--- src/rtl/ram_writer_multi.sv ---
// Multi-channel AXI-Stream to DDR ring-buffer writer: decimates, then writes each lane
// into its own ring via single-beat AXI4 writes, with post-trigger capture and overrun flag.
module ram_writer_multi #(
    parameter int DATA_WIDTH     = 32,
    parameter int ADDR_WIDTH     = 32,
    parameter int CHANNELS       = 2,
    parameter int MAX_LOG_LENGTH = 20
) (
    input  logic                           aclk,
    input  logic                           aresetn,
    input  logic                           enable,
    input  logic                           request,
    input  logic [4:0]                     log_length,
    input  logic [4:0]                     log_throttle,
    input  logic [ADDR_WIDTH-1:0]          base_addr,
    input  logic                           s_axis_tvalid,
    input  logic [CHANNELS*DATA_WIDTH-1:0] s_axis_tdata,
    output logic [ADDR_WIDTH-1:0]          m_axi_awaddr,
    output logic                           m_axi_awvalid,
    input  logic                           m_axi_awready,
    output logic [DATA_WIDTH-1:0]          m_axi_wdata,
    output logic [DATA_WIDTH/8-1:0]        m_axi_wstrb,
    output logic                           m_axi_wvalid,
    input  logic                           m_axi_wready,
    input  logic                           m_axi_bvalid,
    output logic                           m_axi_bready,
    output logic [MAX_LOG_LENGTH-1:0]      write_ptr,
    output logic [MAX_LOG_LENGTH-1:0]      trigger_ptr,
    output logic                           done,
    output logic                           overrun
);
    localparam int BYTES = DATA_WIDTH / 8;
    localparam int CH_W  = (CHANNELS > 1) ? $clog2(CHANNELS) : 1;

    typedef enum logic [1:0] {S_IDLE, S_WAIT, S_WRITE, S_DONE} state_t;

    state_t                         state;
    logic                           enable_q, request_q;
    logic [4:0]                     len_q, thr_q, len_clamped;
    logic [ADDR_WIDTH-1:0]          base_q;
    logic [31:0]                    thr_cnt, thr_mask;
    logic [CHANNELS*DATA_WIDTH-1:0] sample_q;
    logic [CH_W-1:0]                ch, next_ch;
    logic [MAX_LOG_LENGTH-1:0]      post_count, post_load, pc_cur, ptr_next;
    logic [MAX_LOG_LENGTH:0]        ptr_span;
    logic                           post_active, active_cur;
    logic                           aw_done, w_done, aw_hs, w_hs, ch_complete, last_ch;
    logic                           enable_rise, request_rise, request_fall, trig;
    logic                           beat_counted, sel;
    logic [ADDR_WIDTH-1:0]          addr_next;
    logic [DATA_WIDTH-1:0]          wdata_next;
    logic [DATA_WIDTH-1:0]          lanes [CHANNELS];
    logic                           unused_bvalid;

    assign m_axi_wstrb   = '1;
    assign m_axi_bready  = 1'b1;
    assign unused_bvalid = m_axi_bvalid;

    // NOTE: every always_comb output gets a value on every path, so no latch is inferred.
    always_comb begin
        len_clamped = log_length;
        if (log_length == 5'd0)
            len_clamped = 5'd1;
        else if (log_length > 5'(MAX_LOG_LENGTH))
            len_clamped = 5'(MAX_LOG_LENGTH);

        for (int c = 0; c < CHANNELS; c++)
            lanes[c] = sample_q[c*DATA_WIDTH +: DATA_WIDTH];

        enable_rise  = enable & ~enable_q & (state != S_WRITE);
        request_rise = request & ~request_q;
        request_fall = ~request & request_q;
        trig         = request_rise & ~post_active & ~enable_rise
                       & ((state == S_WAIT) | (state == S_WRITE));

        thr_mask     = (32'd1 << thr_q) - 32'd1;
        beat_counted = enable & ~enable_rise & s_axis_tvalid & (state != S_IDLE);
        sel          = beat_counted & (thr_cnt == 32'd0);

        aw_hs       = m_axi_awvalid & m_axi_awready;
        w_hs        = m_axi_wvalid & m_axi_wready;
        ch_complete = (aw_done | aw_hs) & (w_done | w_hs);
        last_ch     = (ch == CH_W'(CHANNELS - 1));

        next_ch    = (state == S_WAIT) ? '0 : ch + CH_W'(1);
        addr_next  = base_q + ((ADDR_WIDTH'(next_ch) << len_q) + ADDR_WIDTH'(write_ptr))
                     * ADDR_WIDTH'(BYTES);
        wdata_next = (state == S_WAIT) ? s_axis_tdata[DATA_WIDTH-1:0] : lanes[next_ch];

        ptr_span  = (MAX_LOG_LENGTH+1)'(1) << len_q;
        ptr_next  = (write_ptr + MAX_LOG_LENGTH'(1)) & (ptr_span[MAX_LOG_LENGTH-1:0] - MAX_LOG_LENGTH'(1));
        post_load = MAX_LOG_LENGTH'(1) << (len_q - 5'd1);
        // A trigger on the completion cycle lets that sample count immediately.
        pc_cur     = trig ? post_load : post_count;
        active_cur = trig | post_active;
    end

    // NOTE: sequential state uses non-blocking assignments only; later assignments override earlier ones.
    always_ff @(posedge aclk or negedge aresetn) begin
        if (!aresetn) begin
            state         <= S_IDLE;
            enable_q      <= 1'b0;
            request_q     <= 1'b0;
            len_q         <= 5'd1;
            thr_q         <= 5'd0;
            base_q        <= '0;
            thr_cnt       <= '0;
            sample_q      <= '0;
            ch            <= '0;
            post_count    <= '0;
            post_active   <= 1'b0;
            aw_done       <= 1'b0;
            w_done        <= 1'b0;
            m_axi_awaddr  <= '0;
            m_axi_awvalid <= 1'b0;
            m_axi_wdata   <= '0;
            m_axi_wvalid  <= 1'b0;
            write_ptr     <= '0;
            trigger_ptr   <= '0;
            done          <= 1'b0;
            overrun       <= 1'b0;
        end else begin
            enable_q  <= enable;
            request_q <= request;
            if (beat_counted)
                thr_cnt <= (thr_cnt + 32'd1) & thr_mask;
            if (sel && state != S_WAIT)
                overrun <= 1'b1;
            if (trig) begin
                trigger_ptr <= write_ptr;
                post_count  <= post_load;
                post_active <= 1'b1;
            end

            if (enable_rise) begin
                len_q       <= len_clamped;
                thr_q       <= log_throttle;
                base_q      <= base_addr;
                write_ptr   <= '0;
                thr_cnt     <= '0;
                done        <= 1'b0;
                overrun     <= 1'b0;
                post_active <= 1'b0;
                state       <= S_WAIT;
            end else begin
                case (state)
                    S_IDLE: ;
                    S_WAIT: begin
                        if (!enable) begin
                            state <= S_IDLE;
                        end else if (sel) begin
                            sample_q      <= s_axis_tdata;
                            ch            <= '0;
                            m_axi_awaddr  <= addr_next;
                            m_axi_wdata   <= wdata_next;
                            m_axi_awvalid <= 1'b1;
                            m_axi_wvalid  <= 1'b1;
                            aw_done       <= 1'b0;
                            w_done        <= 1'b0;
                            state         <= S_WRITE;
                        end
                    end
                    S_WRITE: begin
                        if (aw_hs) begin
                            m_axi_awvalid <= 1'b0;
                            aw_done       <= 1'b1;
                        end
                        if (w_hs) begin
                            m_axi_wvalid <= 1'b0;
                            w_done       <= 1'b1;
                        end
                        if (ch_complete) begin
                            if (!enable) begin
                                state <= S_IDLE;
                            end else if (!last_ch) begin
                                ch            <= next_ch;
                                m_axi_awaddr  <= addr_next;
                                m_axi_wdata   <= wdata_next;
                                m_axi_awvalid <= 1'b1;
                                m_axi_wvalid  <= 1'b1;
                                aw_done       <= 1'b0;
                                w_done        <= 1'b0;
                            end else begin
                                write_ptr <= ptr_next;
                                state     <= S_WAIT;
                                if (active_cur) begin
                                    post_count <= pc_cur - MAX_LOG_LENGTH'(1);
                                    if (pc_cur == MAX_LOG_LENGTH'(1)) begin
                                        post_active <= 1'b0;
                                        done        <= 1'b1;
                                        state       <= S_DONE;
                                    end
                                end
                            end
                        end
                    end
                    S_DONE: begin
                        if (!enable) begin
                            state <= S_IDLE;
                        end else if (request_fall) begin
                            done  <= 1'b0;
                            state <= S_WAIT;
                        end
                    end
                    default: state <= S_IDLE;
                endcase
            end
        end
    end
endmodule

--- config.mk ---
export PLATFORM = sky130hd
export DESIGN_NAME = ram_writer_multi
export DESIGN_NICKNAME = d
export VERILOG_FILES = /design/src/rtl/ram_writer_multi.sv
export SDC_FILE = /design/constraint.sdc
export NUM_CORES = 1
export LEC_CHECK = 0
export CORE_ASPECT_RATIO = 1.1
export CORE_MARGIN = 8
export CORE_UTILIZATION = 25
export DETAILED_ROUTE_END_ITERATION = 16
export SLEW_MARGIN = 15
export SYNTH_ARGS = -nofsm -noshare
export SYNTH_HDL_FRONTEND = slang
export SYNTH_SLANG_ARGS = --single-unit
--- constraint.sdc ---
create_clock -name aclk -period 10.16 [get_ports aclk]
set_input_delay 2.032 -clock aclk [delete_from_list [all_inputs] [get_ports aclk]]
set_output_delay 2.032 -clock aclk [all_outputs]
set_load 0.01 [all_outputs]
==> impl_metrics.py <==
metrics = {
    "sta": {
        "period_minus_slack_ns": 6.630,
        "whs_ns": 0.4722,
        "finalSetupTns_ns": 0,
        "skew_ns": 0.01625,
        "fmax_mhz": 150.8,
        "setup_viol": 0,
        "maxSlewViolCount": 0,
        "tightest_slew_ns": 1.029,
        "fin_crit_sh_pct": 65.26,
        "rsz0062_at_grt": "false",
        "hold_viol": 0,
        "maxSlewHeadroom_pct": 31.17,
    },
    "synth": {
        "yosysWarnings": 0,
        "yosysUniqueCellTypes": 78,
        "synth_edf_count": 0,
        "yosysSeqAreaShare_pct": 42.18,
        "syn_area_um2": 16260,
        "synth_area_per_cell_um2": 8.561,
        "synth_cells": 1899,
        "ys.flop_type": "dfrtp_1",
        "async_flop_share_pct": 100.0,
        "ys_ff_latch": 274,
    },
    "power_and_ir_drop": {
        "power_density_nw_per_um2": 235.7,
        "p_leak_uw": 0.009064,
        "power_frac_seq_pct": 33.9,
        "switchingPower_uw": 1874,
        "p_comb_share_pct": 39.4,
        "ir_worst_vdd_mv": 0.1221,
        "p_total_uw": 4807,
        "pwr-share-clk_pct": 26.7,
        "intPower_uw": 2933,
        "switching_share_pct": 38.99,
    },
    "floorplanning": {
        "start_util_pct": 25.16,
        "die_y_um": 283.5,
        "ios": 227,
        "row_count": 98,
        "die_w_um": 259.1,
        "die_area_um2": 73450,
        "coreArea_um2": 64620,
    },
    "setup_path": {
        "endpoint_kind": "register",
        "criticalPathCategory": "reg -> reg",
        "reg2reg_from": "len_q[4]",
        "startpoint_type": "register",
        "cp_data_required_time_ns": 10.56,
        "cp_max_fo": 23,
        "arrival_ns": 7.03,
        "critPathLaunch": "len_q[4]",
    },
    "drt": {
        "drt.antenna.violating_nets": 0,
        "drc": 0,
        "viasPerCell": 4.902,
        "wirelength_um": 52490,
        "post_drt_wl_per_cell_um": 17.84,
        "drtPass1Iterations": 5,
        "drt_iter0_markers": 901,
        "vias": 14430,
    },
    "placement": {
        "hpwl_um": 37860,
        "gp_congestion": 0.8919,
        "dp_cells": 2879,
        "port_buffers": 220,
    },
    "run": {
        "drv_cap": 0,
    },
    "global_routing": {
        "grt.total_usage_pct": 13.84,
        "grt_pass1_vias": 14350,
        "overflow": 0,
        "grt_pass1_wl_um": 82300,
        "grt_max_degree": 75,
        "antenna_found_initial": 7,
    },
    "clocking": {
        "holdBufCountCts": 0,
        "cts_resized": 0,
        "cts.path.max_buffers": 3,
        "root_buffer": "clkbuf_16",
        "cts_buffers": 35,
        "cts_max_level": 2,
        "cts_tree": "built",
        "cts_setup_buffers": 0,
        "cts.sinks": 274,
        "path_clk_slew_ns": 0.06,
        "clk_latency_ns": 0.54,
    },
    "layout": {
        "most-common-layout-cells": "365 x nand2_1, 272 x dfrtp_1, 219 x clkdlybuf4s50_1, 166 x nor2_1, 164 x o21ai_0",
        "areaGrowthSynthToFinish_pct": 25.41,
        "fin_nets": 2245,
        "final_common_cell": "nand2_1",
        "fin_cells": 2943,
        "utilization_pct": 31.55,
        "final_layout_size_suffix_gt1_share_pct": 7.990,
    },
    "worst_hold_path": {
        "hold_path.startpoint": "trigger_ptr[9]",
        "hold_path.class": "reg -> reg",
    },
    "outcome": {
        "status": "finished clean",
    },
}
layer usage:
metal / global-route usage, % / part of all wire (%) / up-vias
li1: - / - / 7014
met1: 17.41 / 43 / 6896
met2: 22.72 / 47 / 432
met3: 3.628 / 7.3 / 76
met4: 4.812 / 2.8 / 8
met5: 0 / 0.10 / -
cells by family after synthesis:
group	Yosys count	synth area share [%]
compound gates	444	16.07
xor+xnor	70	3.771
fa+ha+maj	65	5.095
buf+inv	143	3.664
flops	274	42.18
mux	108	7.158
other cells	1	0.02307
simple gates	794	22.04
metrics by stage:
step | area (um2) | setup slack (ns)
2_1_floorplan | 16270 | 4.462
3_3_place_gp | 19210 | 3.628
3_5_place_dp | 19210 | 3.601
4_1_cts | 20380 | 3.563
5_1_grt | 20380 | 3.038
6_report | 20390 | 3.530
area by class of cell:
cell class / instances / area (um2)
antenna: 3 / 7.507
clock buffer: 46 / 979.7
clock inverter: 15 / 186.4
fill: 6671 / 44230
inverter: 33 / 123.9
multi-input combinational: 1486 / 8841
sequential: 274 / 6859
tap: 850 / 1064
timing repair buffer: 236 / 2327
registers in the layout, summed over array words and instances, names as in the netlist, 20 cells and up:
signal / flops
base_q: 32
m_axi_awaddr: 32
m_axi_wdata: 32
post_count: 20
sample_q: 64
thr_cnt: 32
trigger_ptr: 20
write_ptr: 20
final timing paths:
| path | endpoint | slack, ns | cells after the start |
|---|---|---|---|
| min | trigger_ptr[9] | 0.47 | 2 |
| max in group asynchronous | ch | 7.28 | 2 |
| min in group asynchronous | sample_q[35] | 1.43 | 1 |
| max | m_axi_awaddr[30] | 3.53 | 23 |
| max reg2reg | m_axi_awaddr[30] | 3.53 | 23 |
| min reg2reg | trigger_ptr[9] | 0.47 | 2 |
critical path, cell delays in order, from the launching register on:
cell and delay (ns):
dfrtp_1 0.66, nor2_1 0.92, nand3_1 0.25, nor2_1 0.24, ha_1 0.27, a21o_1 0.17
a21oi_1 0.35, o31ai_1 0.13, a21oi_1 0.29, o21a_1 0.19, o31ai_1 0.13, a21o_1 0.19
a21oi_1 0.16, xnor2_1 0.16, ha_1 0.34, and2_1 0.19, o21ai_0 0.07, a31oi_1 0.08
or4_1 0.48, o22a_1 0.27, a221o_1 0.41, a21oi_1 0.21, mux2i_1 0.22, nand3_1 0.10
cell usage after synthesis, types with 7 or more instances:
| cell type | n | area [um2] |
|---|---|---|
| a21o_1 | 18 | 135.1 |
| a21oi_1 | 138 | 690.7 |
| a22oi_1 | 9 | 67.56 |
| a31oi_1 | 21 | 131.4 |
| and2_1 | 10 | 62.56 |
| and3_1 | 30 | 187.7 |
| buf_1 | 11 | 41.29 |
| buf_2 | 8 | 40.04 |
| buf_4 | 7 | 52.55 |
| clkbuf_1 | 81 | 304.0 |
| dfrtp_1 | 273 | 6832 |
| ha_1 | 63 | 788.3 |
| inv_1 | 31 | 116.4 |
| mux2_2 | 66 | 743.2 |
| mux2i_1 | 42 | 420.4 |
| nand2_1 | 366 | 1374 |
| nand2b_1 | 15 | 93.84 |
| nand3_1 | 43 | 215.2 |
| nand4_1 | 18 | 112.6 |
| nor2_1 | 167 | 626.9 |
| nor2b_1 | 12 | 75.07 |
| nor3_1 | 55 | 275.3 |
| nor4_1 | 20 | 125.1 |
| o21ai_0 | 164 | 820.8 |
| o21bai_1 | 9 | 67.56 |
| o22ai_1 | 13 | 81.33 |
| o31ai_1 | 12 | 90.09 |
| or2_2 | 11 | 68.82 |
| or3_1 | 11 | 68.82 |
| or4_1 | 7 | 52.55 |
| xnor2_1 | 40 | 350.3 |
| xor2_1 | 30 | 262.8 |
power by group through the flow:
stage	logic, uW	clock network [uW]	registers, uW
3_5_place_dp	1910	0	1640
3_3_place_gp	1870	0	1630
5_1_grt	2120	1380	1670
4_1_cts	1920	1340	1630
2_1_floorplan	1270	0	1580
6_report	1890	1290	1630
(Power assumes the default switching activity.)
